`config.mk`:
```
export PLATFORM = sky130hd
export DESIGN_NAME = nw_align_reader
export DESIGN_NICKNAME = d
export VERILOG_FILES = /design/src/rtl/nw_pkg.sv /design/src/rtl/nw_step_decode.sv /design/src/rtl/nw_align_reader.sv
export SDC_FILE = /design/constraint.sdc
export NUM_CORES = 1
export LEC_CHECK = 0
export BUFFER_PORTS_ARGS = -buffer_cell sky130_fd_sc_hd__clkbuf_2
export CORE_ASPECT_RATIO = 0.6
export CORE_MARGIN = 2
export CORE_UTILIZATION = 51
export DETAILED_ROUTE_END_ITERATION = 8
export PLACE_DENSITY = 0.76
export SYNTH_ARGS = -nofsm -noshare
export SYNTH_HDL_FRONTEND = slang
export SYNTH_SLANG_ARGS = --single-unit
```
`constraint.sdc`:
```
create_clock -name clk -period 2.8 [get_ports clk]
set_input_delay 0.28 -clock clk [delete_from_list [all_inputs] [get_ports clk]]
set_output_delay 0.28 -clock clk [all_outputs]
set_load 0.02 [all_outputs]
```
`src/rtl/nw_pkg.sv`:
```
// Shared codes for the alignment read-back path: column directions,
// coordinate field positions inside a memory word, and reader FSM states.
package nw_pkg;

  localparam int unsigned DIR_W = 2;

  localparam logic [DIR_W-1:0] TOP_DIR    = 2'b00;
  localparam logic [DIR_W-1:0] LEFT_DIR   = 2'b01;
  localparam logic [DIR_W-1:0] CORNER_DIR = 2'b10;

  // Field index of each coordinate; field k sits at [k*CORD_LENGTH +: CORD_LENGTH].
  localparam int unsigned X_FIELD = 0;
  localparam int unsigned Y_FIELD = 1;

  typedef enum logic [2:0] {
    ST_IDLE  = 3'd0,
    ST_RD    = 3'd1,
    ST_CHK   = 3'd2,
    ST_EMIT  = 3'd3,
    ST_FINAL = 3'd4,
    ST_DONE  = 3'd5,
    ST_ERR   = 3'd6
  } state_e;

endpackage

```
`src/rtl/nw_step_decode.sv`:
```
// Classifies one traceback step prev->cur into an alignment column kind.
// Any move other than a unit step up, left or diagonal is flagged bad.
module nw_step_decode
  import nw_pkg::*;
#(
  parameter int unsigned LENGTH      = 10,
  parameter int unsigned CORD_LENGTH = 8
) (
  input  logic [CORD_LENGTH-1:0] prev_x,
  input  logic [CORD_LENGTH-1:0] prev_y,
  input  logic [CORD_LENGTH-1:0] cur_x,
  input  logic [CORD_LENGTH-1:0] cur_y,
  output logic [DIR_W-1:0]       dir,
  output logic                   gap1,
  output logic                   gap2,
  output logic                   bad_step
);

  localparam int unsigned CW1 = CORD_LENGTH + 1;

  logic in_range;
  logic x_same;
  logic y_same;
  logic x_dec;
  logic y_dec;

  // Widened increment so cur+1 can never wrap onto prev.
  assign in_range = (cur_x < CORD_LENGTH'(LENGTH)) && (cur_y < CORD_LENGTH'(LENGTH));
  assign x_same   = (cur_x == prev_x);
  assign y_same   = (cur_y == prev_y);
  assign x_dec    = ((CW1'(cur_x) + CW1'(1)) == CW1'(prev_x));
  assign y_dec    = ((CW1'(cur_y) + CW1'(1)) == CW1'(prev_y));

  always_comb begin
    dir      = CORNER_DIR;
    gap1     = 1'b0;
    gap2     = 1'b0;
    bad_step = 1'b0;
    if (!in_range) begin
      bad_step = 1'b1;
    end else if (x_same && y_dec) begin
      dir  = TOP_DIR;
      gap2 = 1'b1;
    end else if (x_dec && y_same) begin
      dir  = LEFT_DIR;
      gap1 = 1'b1;
    end else if (x_dec && y_dec) begin
      dir = CORNER_DIR;
    end else begin
      bad_step = 1'b1;
    end
  end

endmodule

```
`src/rtl/nw_align_reader.sv`:
```
// Reads the traceback path back from memory and streams one aligned column
// per step (alignment end first), closing with the (0,0) corner column.
module nw_align_reader
  import nw_pkg::*;
#(
  parameter int unsigned LENGTH      = 10,
  parameter int unsigned CWIDTH      = 2,
  parameter int unsigned CORD_LENGTH = 8,
  parameter int unsigned MEM_SIZE    = 9,
  parameter int unsigned BYTE_SIZE   = 2 * CORD_LENGTH
) (
  input  logic                       clk,
  input  logic                       reset,
  input  logic                       start,
  input  logic [MEM_SIZE-1:0]        path_len,
  input  logic [LENGTH*CWIDTH-1:0]   s1,
  input  logic [LENGTH*CWIDTH-1:0]   s2,
  output logic                       rd_en,
  output logic [MEM_SIZE-1:0]        raddr,
  input  logic [BYTE_SIZE-1:0]       rdata,
  output logic                       out_valid,
  input  logic                       out_ready,
  output logic [CWIDTH-1:0]          out_c1,
  output logic [CWIDTH-1:0]          out_c2,
  output logic                       out_gap1,
  output logic                       out_gap2,
  output logic [DIR_W-1:0]           out_dir,
  output logic                       out_last,
  output logic                       busy,
  output logic                       done,
  output logic                       error
);

  localparam int unsigned SW      = LENGTH * CWIDTH;
  localparam int unsigned MAX_LEN = 2 * LENGTH - 1;

  state_e                 state_q, state_d;
  logic [MEM_SIZE-1:0]    idx_q, idx_d;
  logic [MEM_SIZE-1:0]    len_q;
  logic [SW-1:0]          s1_q, s2_q;
  logic [CORD_LENGTH-1:0] prev_x_q, prev_y_q, prev_x_d, prev_y_d;
  logic [CORD_LENGTH-1:0] cur_x, cur_y;

  logic                   len_ok, start_ok, start_bad, hs;
  logic [DIR_W-1:0]       dec_dir;
  logic                   dec_gap1, dec_gap2, dec_bad;
  logic [CWIDTH-1:0]      sel_c1, sel_c2;

  logic                   rd_en_d, out_valid_d, gap1_d, gap2_d, last_d;
  logic                   busy_d, done_d, error_d;
  logic [MEM_SIZE-1:0]    raddr_d;
  logic [CWIDTH-1:0]      c1_d, c2_d;
  logic [DIR_W-1:0]       dir_d;

  assign cur_x     = rdata[X_FIELD*CORD_LENGTH +: CORD_LENGTH];
  assign cur_y     = rdata[Y_FIELD*CORD_LENGTH +: CORD_LENGTH];
  assign len_ok    = (path_len != '0) && (path_len <= MEM_SIZE'(MAX_LEN));
  assign start_ok  = (state_q == ST_IDLE) && start && len_ok;
  assign start_bad = (state_q == ST_IDLE) && start && !len_ok;
  assign hs        = out_valid && out_ready;

  nw_step_decode #(
    .LENGTH      (LENGTH),
    .CORD_LENGTH (CORD_LENGTH)
  ) u_step_decode (
    .prev_x   (prev_x_q),
    .prev_y   (prev_y_q),
    .cur_x    (cur_x),
    .cur_y    (cur_y),
    .dir      (dec_dir),
    .gap1     (dec_gap1),
    .gap2     (dec_gap2),
    .bad_step (dec_bad)
  );

  // Characters at the previous cell: s1 is indexed by y, s2 by x.
  always_comb begin
    sel_c1 = '0;
    sel_c2 = '0;
    for (int unsigned i = 0; i < LENGTH; i++) begin
      if (prev_y_q == CORD_LENGTH'(i)) sel_c1 = s1_q[i*CWIDTH +: CWIDTH];
      if (prev_x_q == CORD_LENGTH'(i)) sel_c2 = s2_q[i*CWIDTH +: CWIDTH];
    end
  end

  // State register plus the registered outputs and datapath.
  always_ff @(posedge clk) begin
    if (reset) begin
      state_q   <= ST_IDLE;
      idx_q     <= '0;
      len_q     <= '0;
      s1_q      <= '0;
      s2_q      <= '0;
      prev_x_q  <= '0;
      prev_y_q  <= '0;
      rd_en     <= 1'b0;
      raddr     <= '0;
      out_valid <= 1'b0;
      out_c1    <= '0;
      out_c2    <= '0;
      out_gap1  <= 1'b0;
      out_gap2  <= 1'b0;
      out_dir   <= '0;
      out_last  <= 1'b0;
      busy      <= 1'b0;
      done      <= 1'b0;
      error     <= 1'b0;
    end else begin
      state_q   <= state_d;
      idx_q     <= idx_d;
      prev_x_q  <= prev_x_d;
      prev_y_q  <= prev_y_d;
      if (start_ok) begin
        len_q <= path_len;
        s1_q  <= s1;
        s2_q  <= s2;
      end
      rd_en     <= rd_en_d;
      raddr     <= raddr_d;
      out_valid <= out_valid_d;
      out_c1    <= c1_d;
      out_c2    <= c2_d;
      out_gap1  <= gap1_d;
      out_gap2  <= gap2_d;
      out_dir   <= dir_d;
      out_last  <= last_d;
      busy      <= busy_d;
      done      <= done_d;
      error     <= error_d;
    end
  end

  // Next state, read index and previous-cell tracking.
  always_comb begin
    state_d  = state_q;
    idx_d    = idx_q;
    prev_x_d = prev_x_q;
    prev_y_d = prev_y_q;
    case (state_q)
      ST_IDLE: begin
        if (start_ok) begin
          state_d = ST_RD;
          idx_d   = '0;
        end
      end
      ST_RD: state_d = ST_CHK;
      ST_CHK: begin
        if (idx_q == '0) begin
          if ((cur_x == CORD_LENGTH'(LENGTH - 1)) && (cur_y == CORD_LENGTH'(LENGTH - 1))) begin
            prev_x_d = cur_x;
            prev_y_d = cur_y;
            if (len_q == MEM_SIZE'(1)) begin
              state_d = ST_FINAL;
            end else begin
              state_d = ST_RD;
              idx_d   = MEM_SIZE'(1);
            end
          end else begin
            state_d = ST_ERR;
          end
        end else if (dec_bad) begin
          state_d = ST_ERR;
        end else begin
          prev_x_d = cur_x;
          prev_y_d = cur_y;
          state_d  = ST_EMIT;
        end
      end
      ST_EMIT: begin
        if (hs) begin
          if ((idx_q + MEM_SIZE'(1)) < len_q) begin
            state_d = ST_RD;
            idx_d   = idx_q + MEM_SIZE'(1);
          end else if ((prev_x_q == '0) && (prev_y_q == '0)) begin
            state_d = ST_FINAL;
          end else begin
            state_d = ST_ERR;
          end
        end
      end
      ST_FINAL: if (hs) state_d = ST_DONE;
      ST_DONE:  state_d = ST_IDLE;
      ST_ERR:   state_d = ST_IDLE;
      default:  state_d = ST_IDLE;
    endcase
  end

  // Next values of the registered outputs, decoded from the next state.
  always_comb begin
    rd_en_d     = 1'b0;
    raddr_d     = '0;
    out_valid_d = 1'b0;
    c1_d        = '0;
    c2_d        = '0;
    gap1_d      = 1'b0;
    gap2_d      = 1'b0;
    dir_d       = '0;
    last_d      = 1'b0;
    busy_d      = (state_d != ST_IDLE);
    done_d      = start_bad || (state_d == ST_DONE) || (state_d == ST_ERR);
    error_d     = error;
    if (start_ok) error_d = 1'b0;
    if (start_bad || (state_d == ST_ERR)) error_d = 1'b1;
    case (state_d)
      ST_RD: begin
        rd_en_d = 1'b1;
        raddr_d = idx_d;
      end
      ST_EMIT: begin
        out_valid_d = 1'b1;
        if (state_q == ST_CHK) begin
          c1_d   = dec_gap1 ? '0 : sel_c1;
          c2_d   = dec_gap2 ? '0 : sel_c2;
          gap1_d = dec_gap1;
          gap2_d = dec_gap2;
          dir_d  = dec_dir;
        end else begin
          c1_d   = out_c1;
          c2_d   = out_c2;
          gap1_d = out_gap1;
          gap2_d = out_gap2;
          dir_d  = out_dir;
        end
      end
      ST_FINAL: begin
        out_valid_d = 1'b1;
        c1_d        = s1_q[CWIDTH-1:0];
        c2_d        = s2_q[CWIDTH-1:0];
        dir_d       = CORNER_DIR;
        last_d      = 1'b1;
      end
      default: ;
    endcase
  end

endmodule

```
# == After elaboration in Yosys (flattened, before gate mapping) ==
# Cells that the tools add are included.
# word_totals
register_bits,100
inputBits,69
output_inout_bits,23
word_cells,159
# op_classes
n_addsub,3
magnitude_cmp,4
eq_ne,37
muxes,68
n_bitwise,2
reduce_logical,26
# op_table
operator,count
$eq 8x3->1 const B,8
$mux 2,29
$mux 9,6
$eq 8x4->1 const B,6
$mux 8,6
$eq 8x2->1 const B,4
$pmux 9 s3,1
$mux 3,8
$add 8x1->9 const B,2
$eq 9x8->1,2
$eq 8x1->1 const B,2
$eq 8x8->1,2
$logic_not 8->1,2
$lt 8x4->1 const B,2
$pmux 3 s5,1
$mux 1,14
$eq 3x3->1 const B,4
$pmux 2 s2,3
$logic_and 1x1->1,11
$add 9x1->9 const B,1
$eq 3x2->1 const B,3
$eq 9x1->1 const B,1
$le 9x5->1 const B,1
$logic_not 9->1,1
other kinds (13),20

# == Logic depth before layout (Yosys ltp) ==
# depth
word_depth,14
mapped_depth,13

# == Hierarchy ==
# A second synthesis with hierarchy kept.
# hier_totals
hier_cells,635
area_unflattened_um2,5153.7
# modules_own_cells
module,instances,cells_per_inst,area_per_inst_um2,seq_area_each_um2
nw_align_reader,1,543,4485.6,2001.9
nw_step_decode,1,92,668.1,0.0

# == Worst setup path after synthesis ==
# No wires, ideal clock.
# synth_path
path_kind,register to register
from,register idx_q[0]
to,register out_c2[0]
setup_ns,0.086
t_arrival_ns,2.804
t_required_ns,2.714
slack_ns,-0.090
path_stages_with_launch,13
path_buffers,0
period_less_slack_ns,2.890
path_cell_list,dfxtp_1 > ha_1 > nand3_1 > nor3_1 > xor2_1 > ha_1 > o21a_1 > o22a_1 > a211oi_1 > nor2b_1 > a211oi_1 > nand2_1 > a211oi_1
# synth_between
elab_chain_len,7
elab_cells_between_ends,11
cone_classes,1 x add/sub; 1 x order compare; 3 x eq/ne; 5 x mux; 1 x reduce/logical
# synth_lines
element,line,rtl
start: declaration,nw_align_reader.sv:38,"logic [MEM_SIZE-1:0] idx_q, idx_d;"
start signal: assignment,nw_align_reader.sv:110,idx_q <= idx_d;
$add 9x1->9,nw_align_reader.sv:171,if ((idx_q + MEM_SIZE'(1)) < len_q) begin
$lt 9x9->1,nw_align_reader.sv:171,
$mux 3,nw_align_reader.sv:171,
$mux 3,nw_align_reader.sv:170,if (hs) begin
$pmux 3 s5 (*),nw_align_reader.sv:139,case (state_q)
$eq 3x3->1 or $eq 3x2->1 (tied branches),nw_align_reader.sv:204,case (state_d)
$pmux 2 s2 or $ne 2x2->1 (tied branches),n/a,
end signal: assignment,nw_align_reader.sv:100,out_c2 <= '0;
end signal: assignment,nw_align_reader.sv:122,out_c2 <= c2_d;
end: declaration,nw_align_reader.sv:24,"output logic [CWIDTH-1:0] out_c2,"
# Every way passes the cells marked *; elsewhere a longest branch is shown, timed or not.
# A chain may end at the register's enable or synchronous reset.

# == Worst setup path after layout ==
# layout_path
from,register idx_q[0]
to,register raddr[4]
# layout_between
elab_chain_len,8
elab_cells_between_ends,14
cone_classes,1 x add/sub; 1 x order compare; 1 x eq/ne; 8 x mux; 1 x bitwise; 2 x reduce/logical
# layout_lines
element,line,rtl
$add 9x1->9,"nw_align_reader.sv:171, nw_align_reader.sv:173",
$lt 9x9->1,nw_align_reader.sv:171,
$mux 3,nw_align_reader.sv:171,
$mux 3,nw_align_reader.sv:170,
$pmux 3 s5,nw_align_reader.sv:139,
$eq 3x1->1,nw_align_reader.sv:204,
$not 1->1 (no source line),n/a,
$reduce_or 2->1 (no source line),n/a,
end signal: assignment,nw_align_reader.sv:119,raddr <= raddr_d;
end: declaration,nw_align_reader.sv:19,"output logic [MEM_SIZE-1:0] raddr,"
# Parallel ways exist; a longest one is shown, timed or not.

==> impl_metrics.py <==
metrics = {
    "sta": {
        "fmax_mhz": 350,
        "whs_ns": 0.140,
        "fin_tns_setup_ns": -0.188,
        "rsz0062_at_grt": "yes",
        "report.final.slew_viol_count": 0,
        "hold_viol": 0,
        "period_share_pct": 102,
        "skew_ns": 0.0101,
        "setup_violations": 8,
        "max_slew_margin_pct": 57.6,
        "timing.final.ws_setup_ns": -0.0609,
        "tightestPinTransition_ns": 0.636,
        "period_needed_ns": 2.86,
    },
    "run_status": {
        "violations": "negative setup slack",
        "status": "complete, but fails checks",
    },
    "final_layout": {
        "register_area_sq_mm": 0.00202,
        "insertedDiodeCount": 0,
        "nFillCells": 827,
        "area_growth_pct": 28.7,
        "fin_nets": 856,
        "final_util_pct": 68.4,
        "drive_gt1_share_pct": 32.1,
        "multi_input_area_sq_mm": 0.00334,
        "design_area_sq_mm": 0.00685,
    },
    "placed_design": {
        "placed_area_sq_mm": 0.00620,
        "dp_hpwl_um": 11300,
        "portBuffers": 91,
        "dp_slack_ns": -0.325,
        "place_congestion": 1.03,
    },
    "synth": {
        "synthDistinctLibCells": 77,
        "netlist_top_cells_count": "nand2_1, dfxtp_1, a21oi_1",
        "ys_ff_latch": 100,
        "synthTopCellsByArea": "dfxtp_1, nand2_1, a21oi_1, ha_1, xnor2_1",
        "synthesis.nets": 730,
        "netlist_area_sq_mm": 0.00533,
        "ys.warnings.count": 0,
        "yosys.area.top_type": "dfxtp_1",
        "synth-edff-count": 0,
        "ys_async_sr_fraction_pct": 0,
        "synth.avg_cell_area_sq_um": 8.23,
        "yosysSeqAreaShare_pct": 37.6,
        "ys.flop_type": "dfxtp_1",
        "netlist_instances": 647,
        "post-synth-top-count-cell": "nand2_1",
        "yosys.area.top_type_share_pct": 37.6,
    },
    "setup_path": {
        "criticalPathCategory": "reg -> reg",
        "crit_top_cell": "nor2_4",
        "endpoint_kind": "flop",
        "critPathMaxFanout": 4,
        "critical_path_arrival_ns": 3.11,
        "cpPeakStageDelay_ns": 0.39,
        "worstSetupStartpointType": "flop",
        "crit_slowest_cell": "dfxtp_4",
        "cp.buffers_inverters": 1,
        "required_ns": 3.05,
        "path_delay_family": "compound AO/OA/AOI/OAI gates",
        "crit_chain": "and3_4 -> nand2_4 -> nor2_4 -> xor2_2 -> ha_4 -> o21ai_2 -> o21ai_1 -> o22a_2 -> buf_6 -> nor2_4 -> nand2_2 -> o21a_1 -> o41a_1 -> nor2b_1",
    },
    "floorplanning": {
        "die-area_sq_mm": 0.0113,
        "initial_core_util_pct": 53.2,
        "io_pins": 92,
        "core_area_sq_mm": 0.0100,
        "die_h_um": 83.2,
        "fp-row-count": 28,
        "die_w_um": 136,
    },
    "route": {
        "drt-total-wl_um": 15600,
        "drt_pass1_iterations": 5,
        "drt_iter0_drc": 502,
        "vias": 5319,
        "routedWlPerCell_um": 17.1,
        "vias_per_cell": 5.83,
        "postRouteAntennaNets": 0,
        "post-route-drc-count": 0,
    },
    "global_routing": {
        "grt-ovfl-total": 0,
        "antenna_found_initial": 0,
        "grt_start_max_net_pins": 62,
        "track_usage_pct": 27.8,
        "grt_pass1_vias": 4826,
        "grt_pass1_wl_um": 25000,
    },
    "pwr": {
        "p_leak_nw": 2.66,
        "switchingPower_mw": 0.746,
        "clkPwrFrac_pct": 42.5,
        "p_sw_share_pct": 25.7,
        "vdd_drop_max_mv": 0.350,
        "p_comb_share_pct": 8.0,
        "p_seq_share_pct": 49.5,
        "power.density_mw_per_mm2": 423,
        "p_int_mw": 2.15,
    },
    "cts": {
        "clkSinkCount": 100,
        "cts-root-buf": "clkbuf_16",
        "cts_tree": "built",
        "cts_buffers": 9,
        "cts_hold_buf": 0,
        "htree_levels": 3,
        "path_clk_slew_ns": 0.08,
        "cts_buffer_depth": 2,
        "clk_latency_ns": 0.35,
    },
    "job": {
        "cap_violations": 0,
    },
    "min_path": {
        "hp-class": "in -> reg",
    },
}
[state kept, by name (all words and copies together), names as in the netlist, 2 cells and up]
signal / cells
state_q: 3
prev_y_q: 8
out_c2: 2
idx_q: 9
prev_x_q: 8
len_q: 9
s1_q: 20
out_c1: 2
out_dir: 2
s2_q: 20
raddr: 9
[cells by family after synthesis]
logic type,Yosys count,synth area share (%)
xor gates and xnor gates,28,4.60
muxes,10,3.10
DFF,100,37.6
adders and majority gates,14,3.29
and+or+nand+nor,272,26.5
AOI/OAI and AO/OA,161,20.1
buffers and inverters,62,4.86
[power by group through the flow]
stage | combinational (mW) | sequential (mW) | clock [mW]
2_1_floorplan | 0.114 | 1.47 | 0
3_3_place_gp | 0.215 | 1.47 | 0
3_5_place_dp | 0.222 | 1.47 | 0
4_1_cts | 0.225 | 1.43 | 1.25
5_1_grt | 0.253 | 1.43 | 1.30
6_report | 0.232 | 1.43 | 1.23
[layout by cell type, fill, tap and decap left out, drive strengths merged, types with 8 or more instances in the layout]
cell type / count
ha: 14
xor2: 11
nand2b: 11
buf: 62
dfxtp: 100
xnor2: 17
inv: 27
nand2: 120
o21ai: 23
a22oi: 10
nor4: 8
and2: 13
nor3: 24
nand3: 9
a211oi: 8
a21oi: 64
nor2: 36
a31o: 8
clkbuf: 100
nor3b: 8
[repair_timing]
item                                    4_1_cts  5_1_grt
resized for setup                            35       28
buffers inserted                              4        6
gates cloned                                  0        0
endpoints found under the hold margin         0        0
pin swaps                                    17       15
endpoints found under the setup margin       32       32
[metrics by stage]
stage | std cells | total power, mW
2_1_floorplan | 647 | 1.58
4_1_cts | 907 | 2.91
3_5_place_dp | 887 | 1.69
3_3_place_gp | 887 | 1.68
5_1_grt | 913 | 2.99
6_report | 913 | 2.90
[final timing paths]
kind              depth (start not counted)  startpoint  endpoint  slack [ns]
setup / recovery                         14    idx_q[0]  raddr[4]       -0.06
hold / removal                            3       s1[4]   s1_q[4]        0.14
setup reg to reg                         14    idx_q[0]  raddr[4]       -0.06
hold reg to reg                           2    s2_q[11]  s2_q[11]        0.45
[metal layers]
metal	vias up	track usage (%)	wire length [um]
met4	0	4.92	193
met1	2485	43.0	7560
met2	254	39.5	6440
li1	2555	-	-
met3	25	6.29	1430
met5	-	0	0
[worst min-delay path: stages]
cell and delay [ns]:
clkbuf_2 0.08, nand2_1 0.04, a21oi_1 0.05
[final cells by class]
class                      instances  share of cell area [%]
multi-input combinational        485                    48.7
sequential                       100                    29.4
timing repair buffer             153                    13.8
clock buffer                       9                    3.29
tap                              135                    2.46
inverter                          24                    1.31
clock inverter                     7                    1.02
No activity file was read; power rests on OpenSTA's default activity.
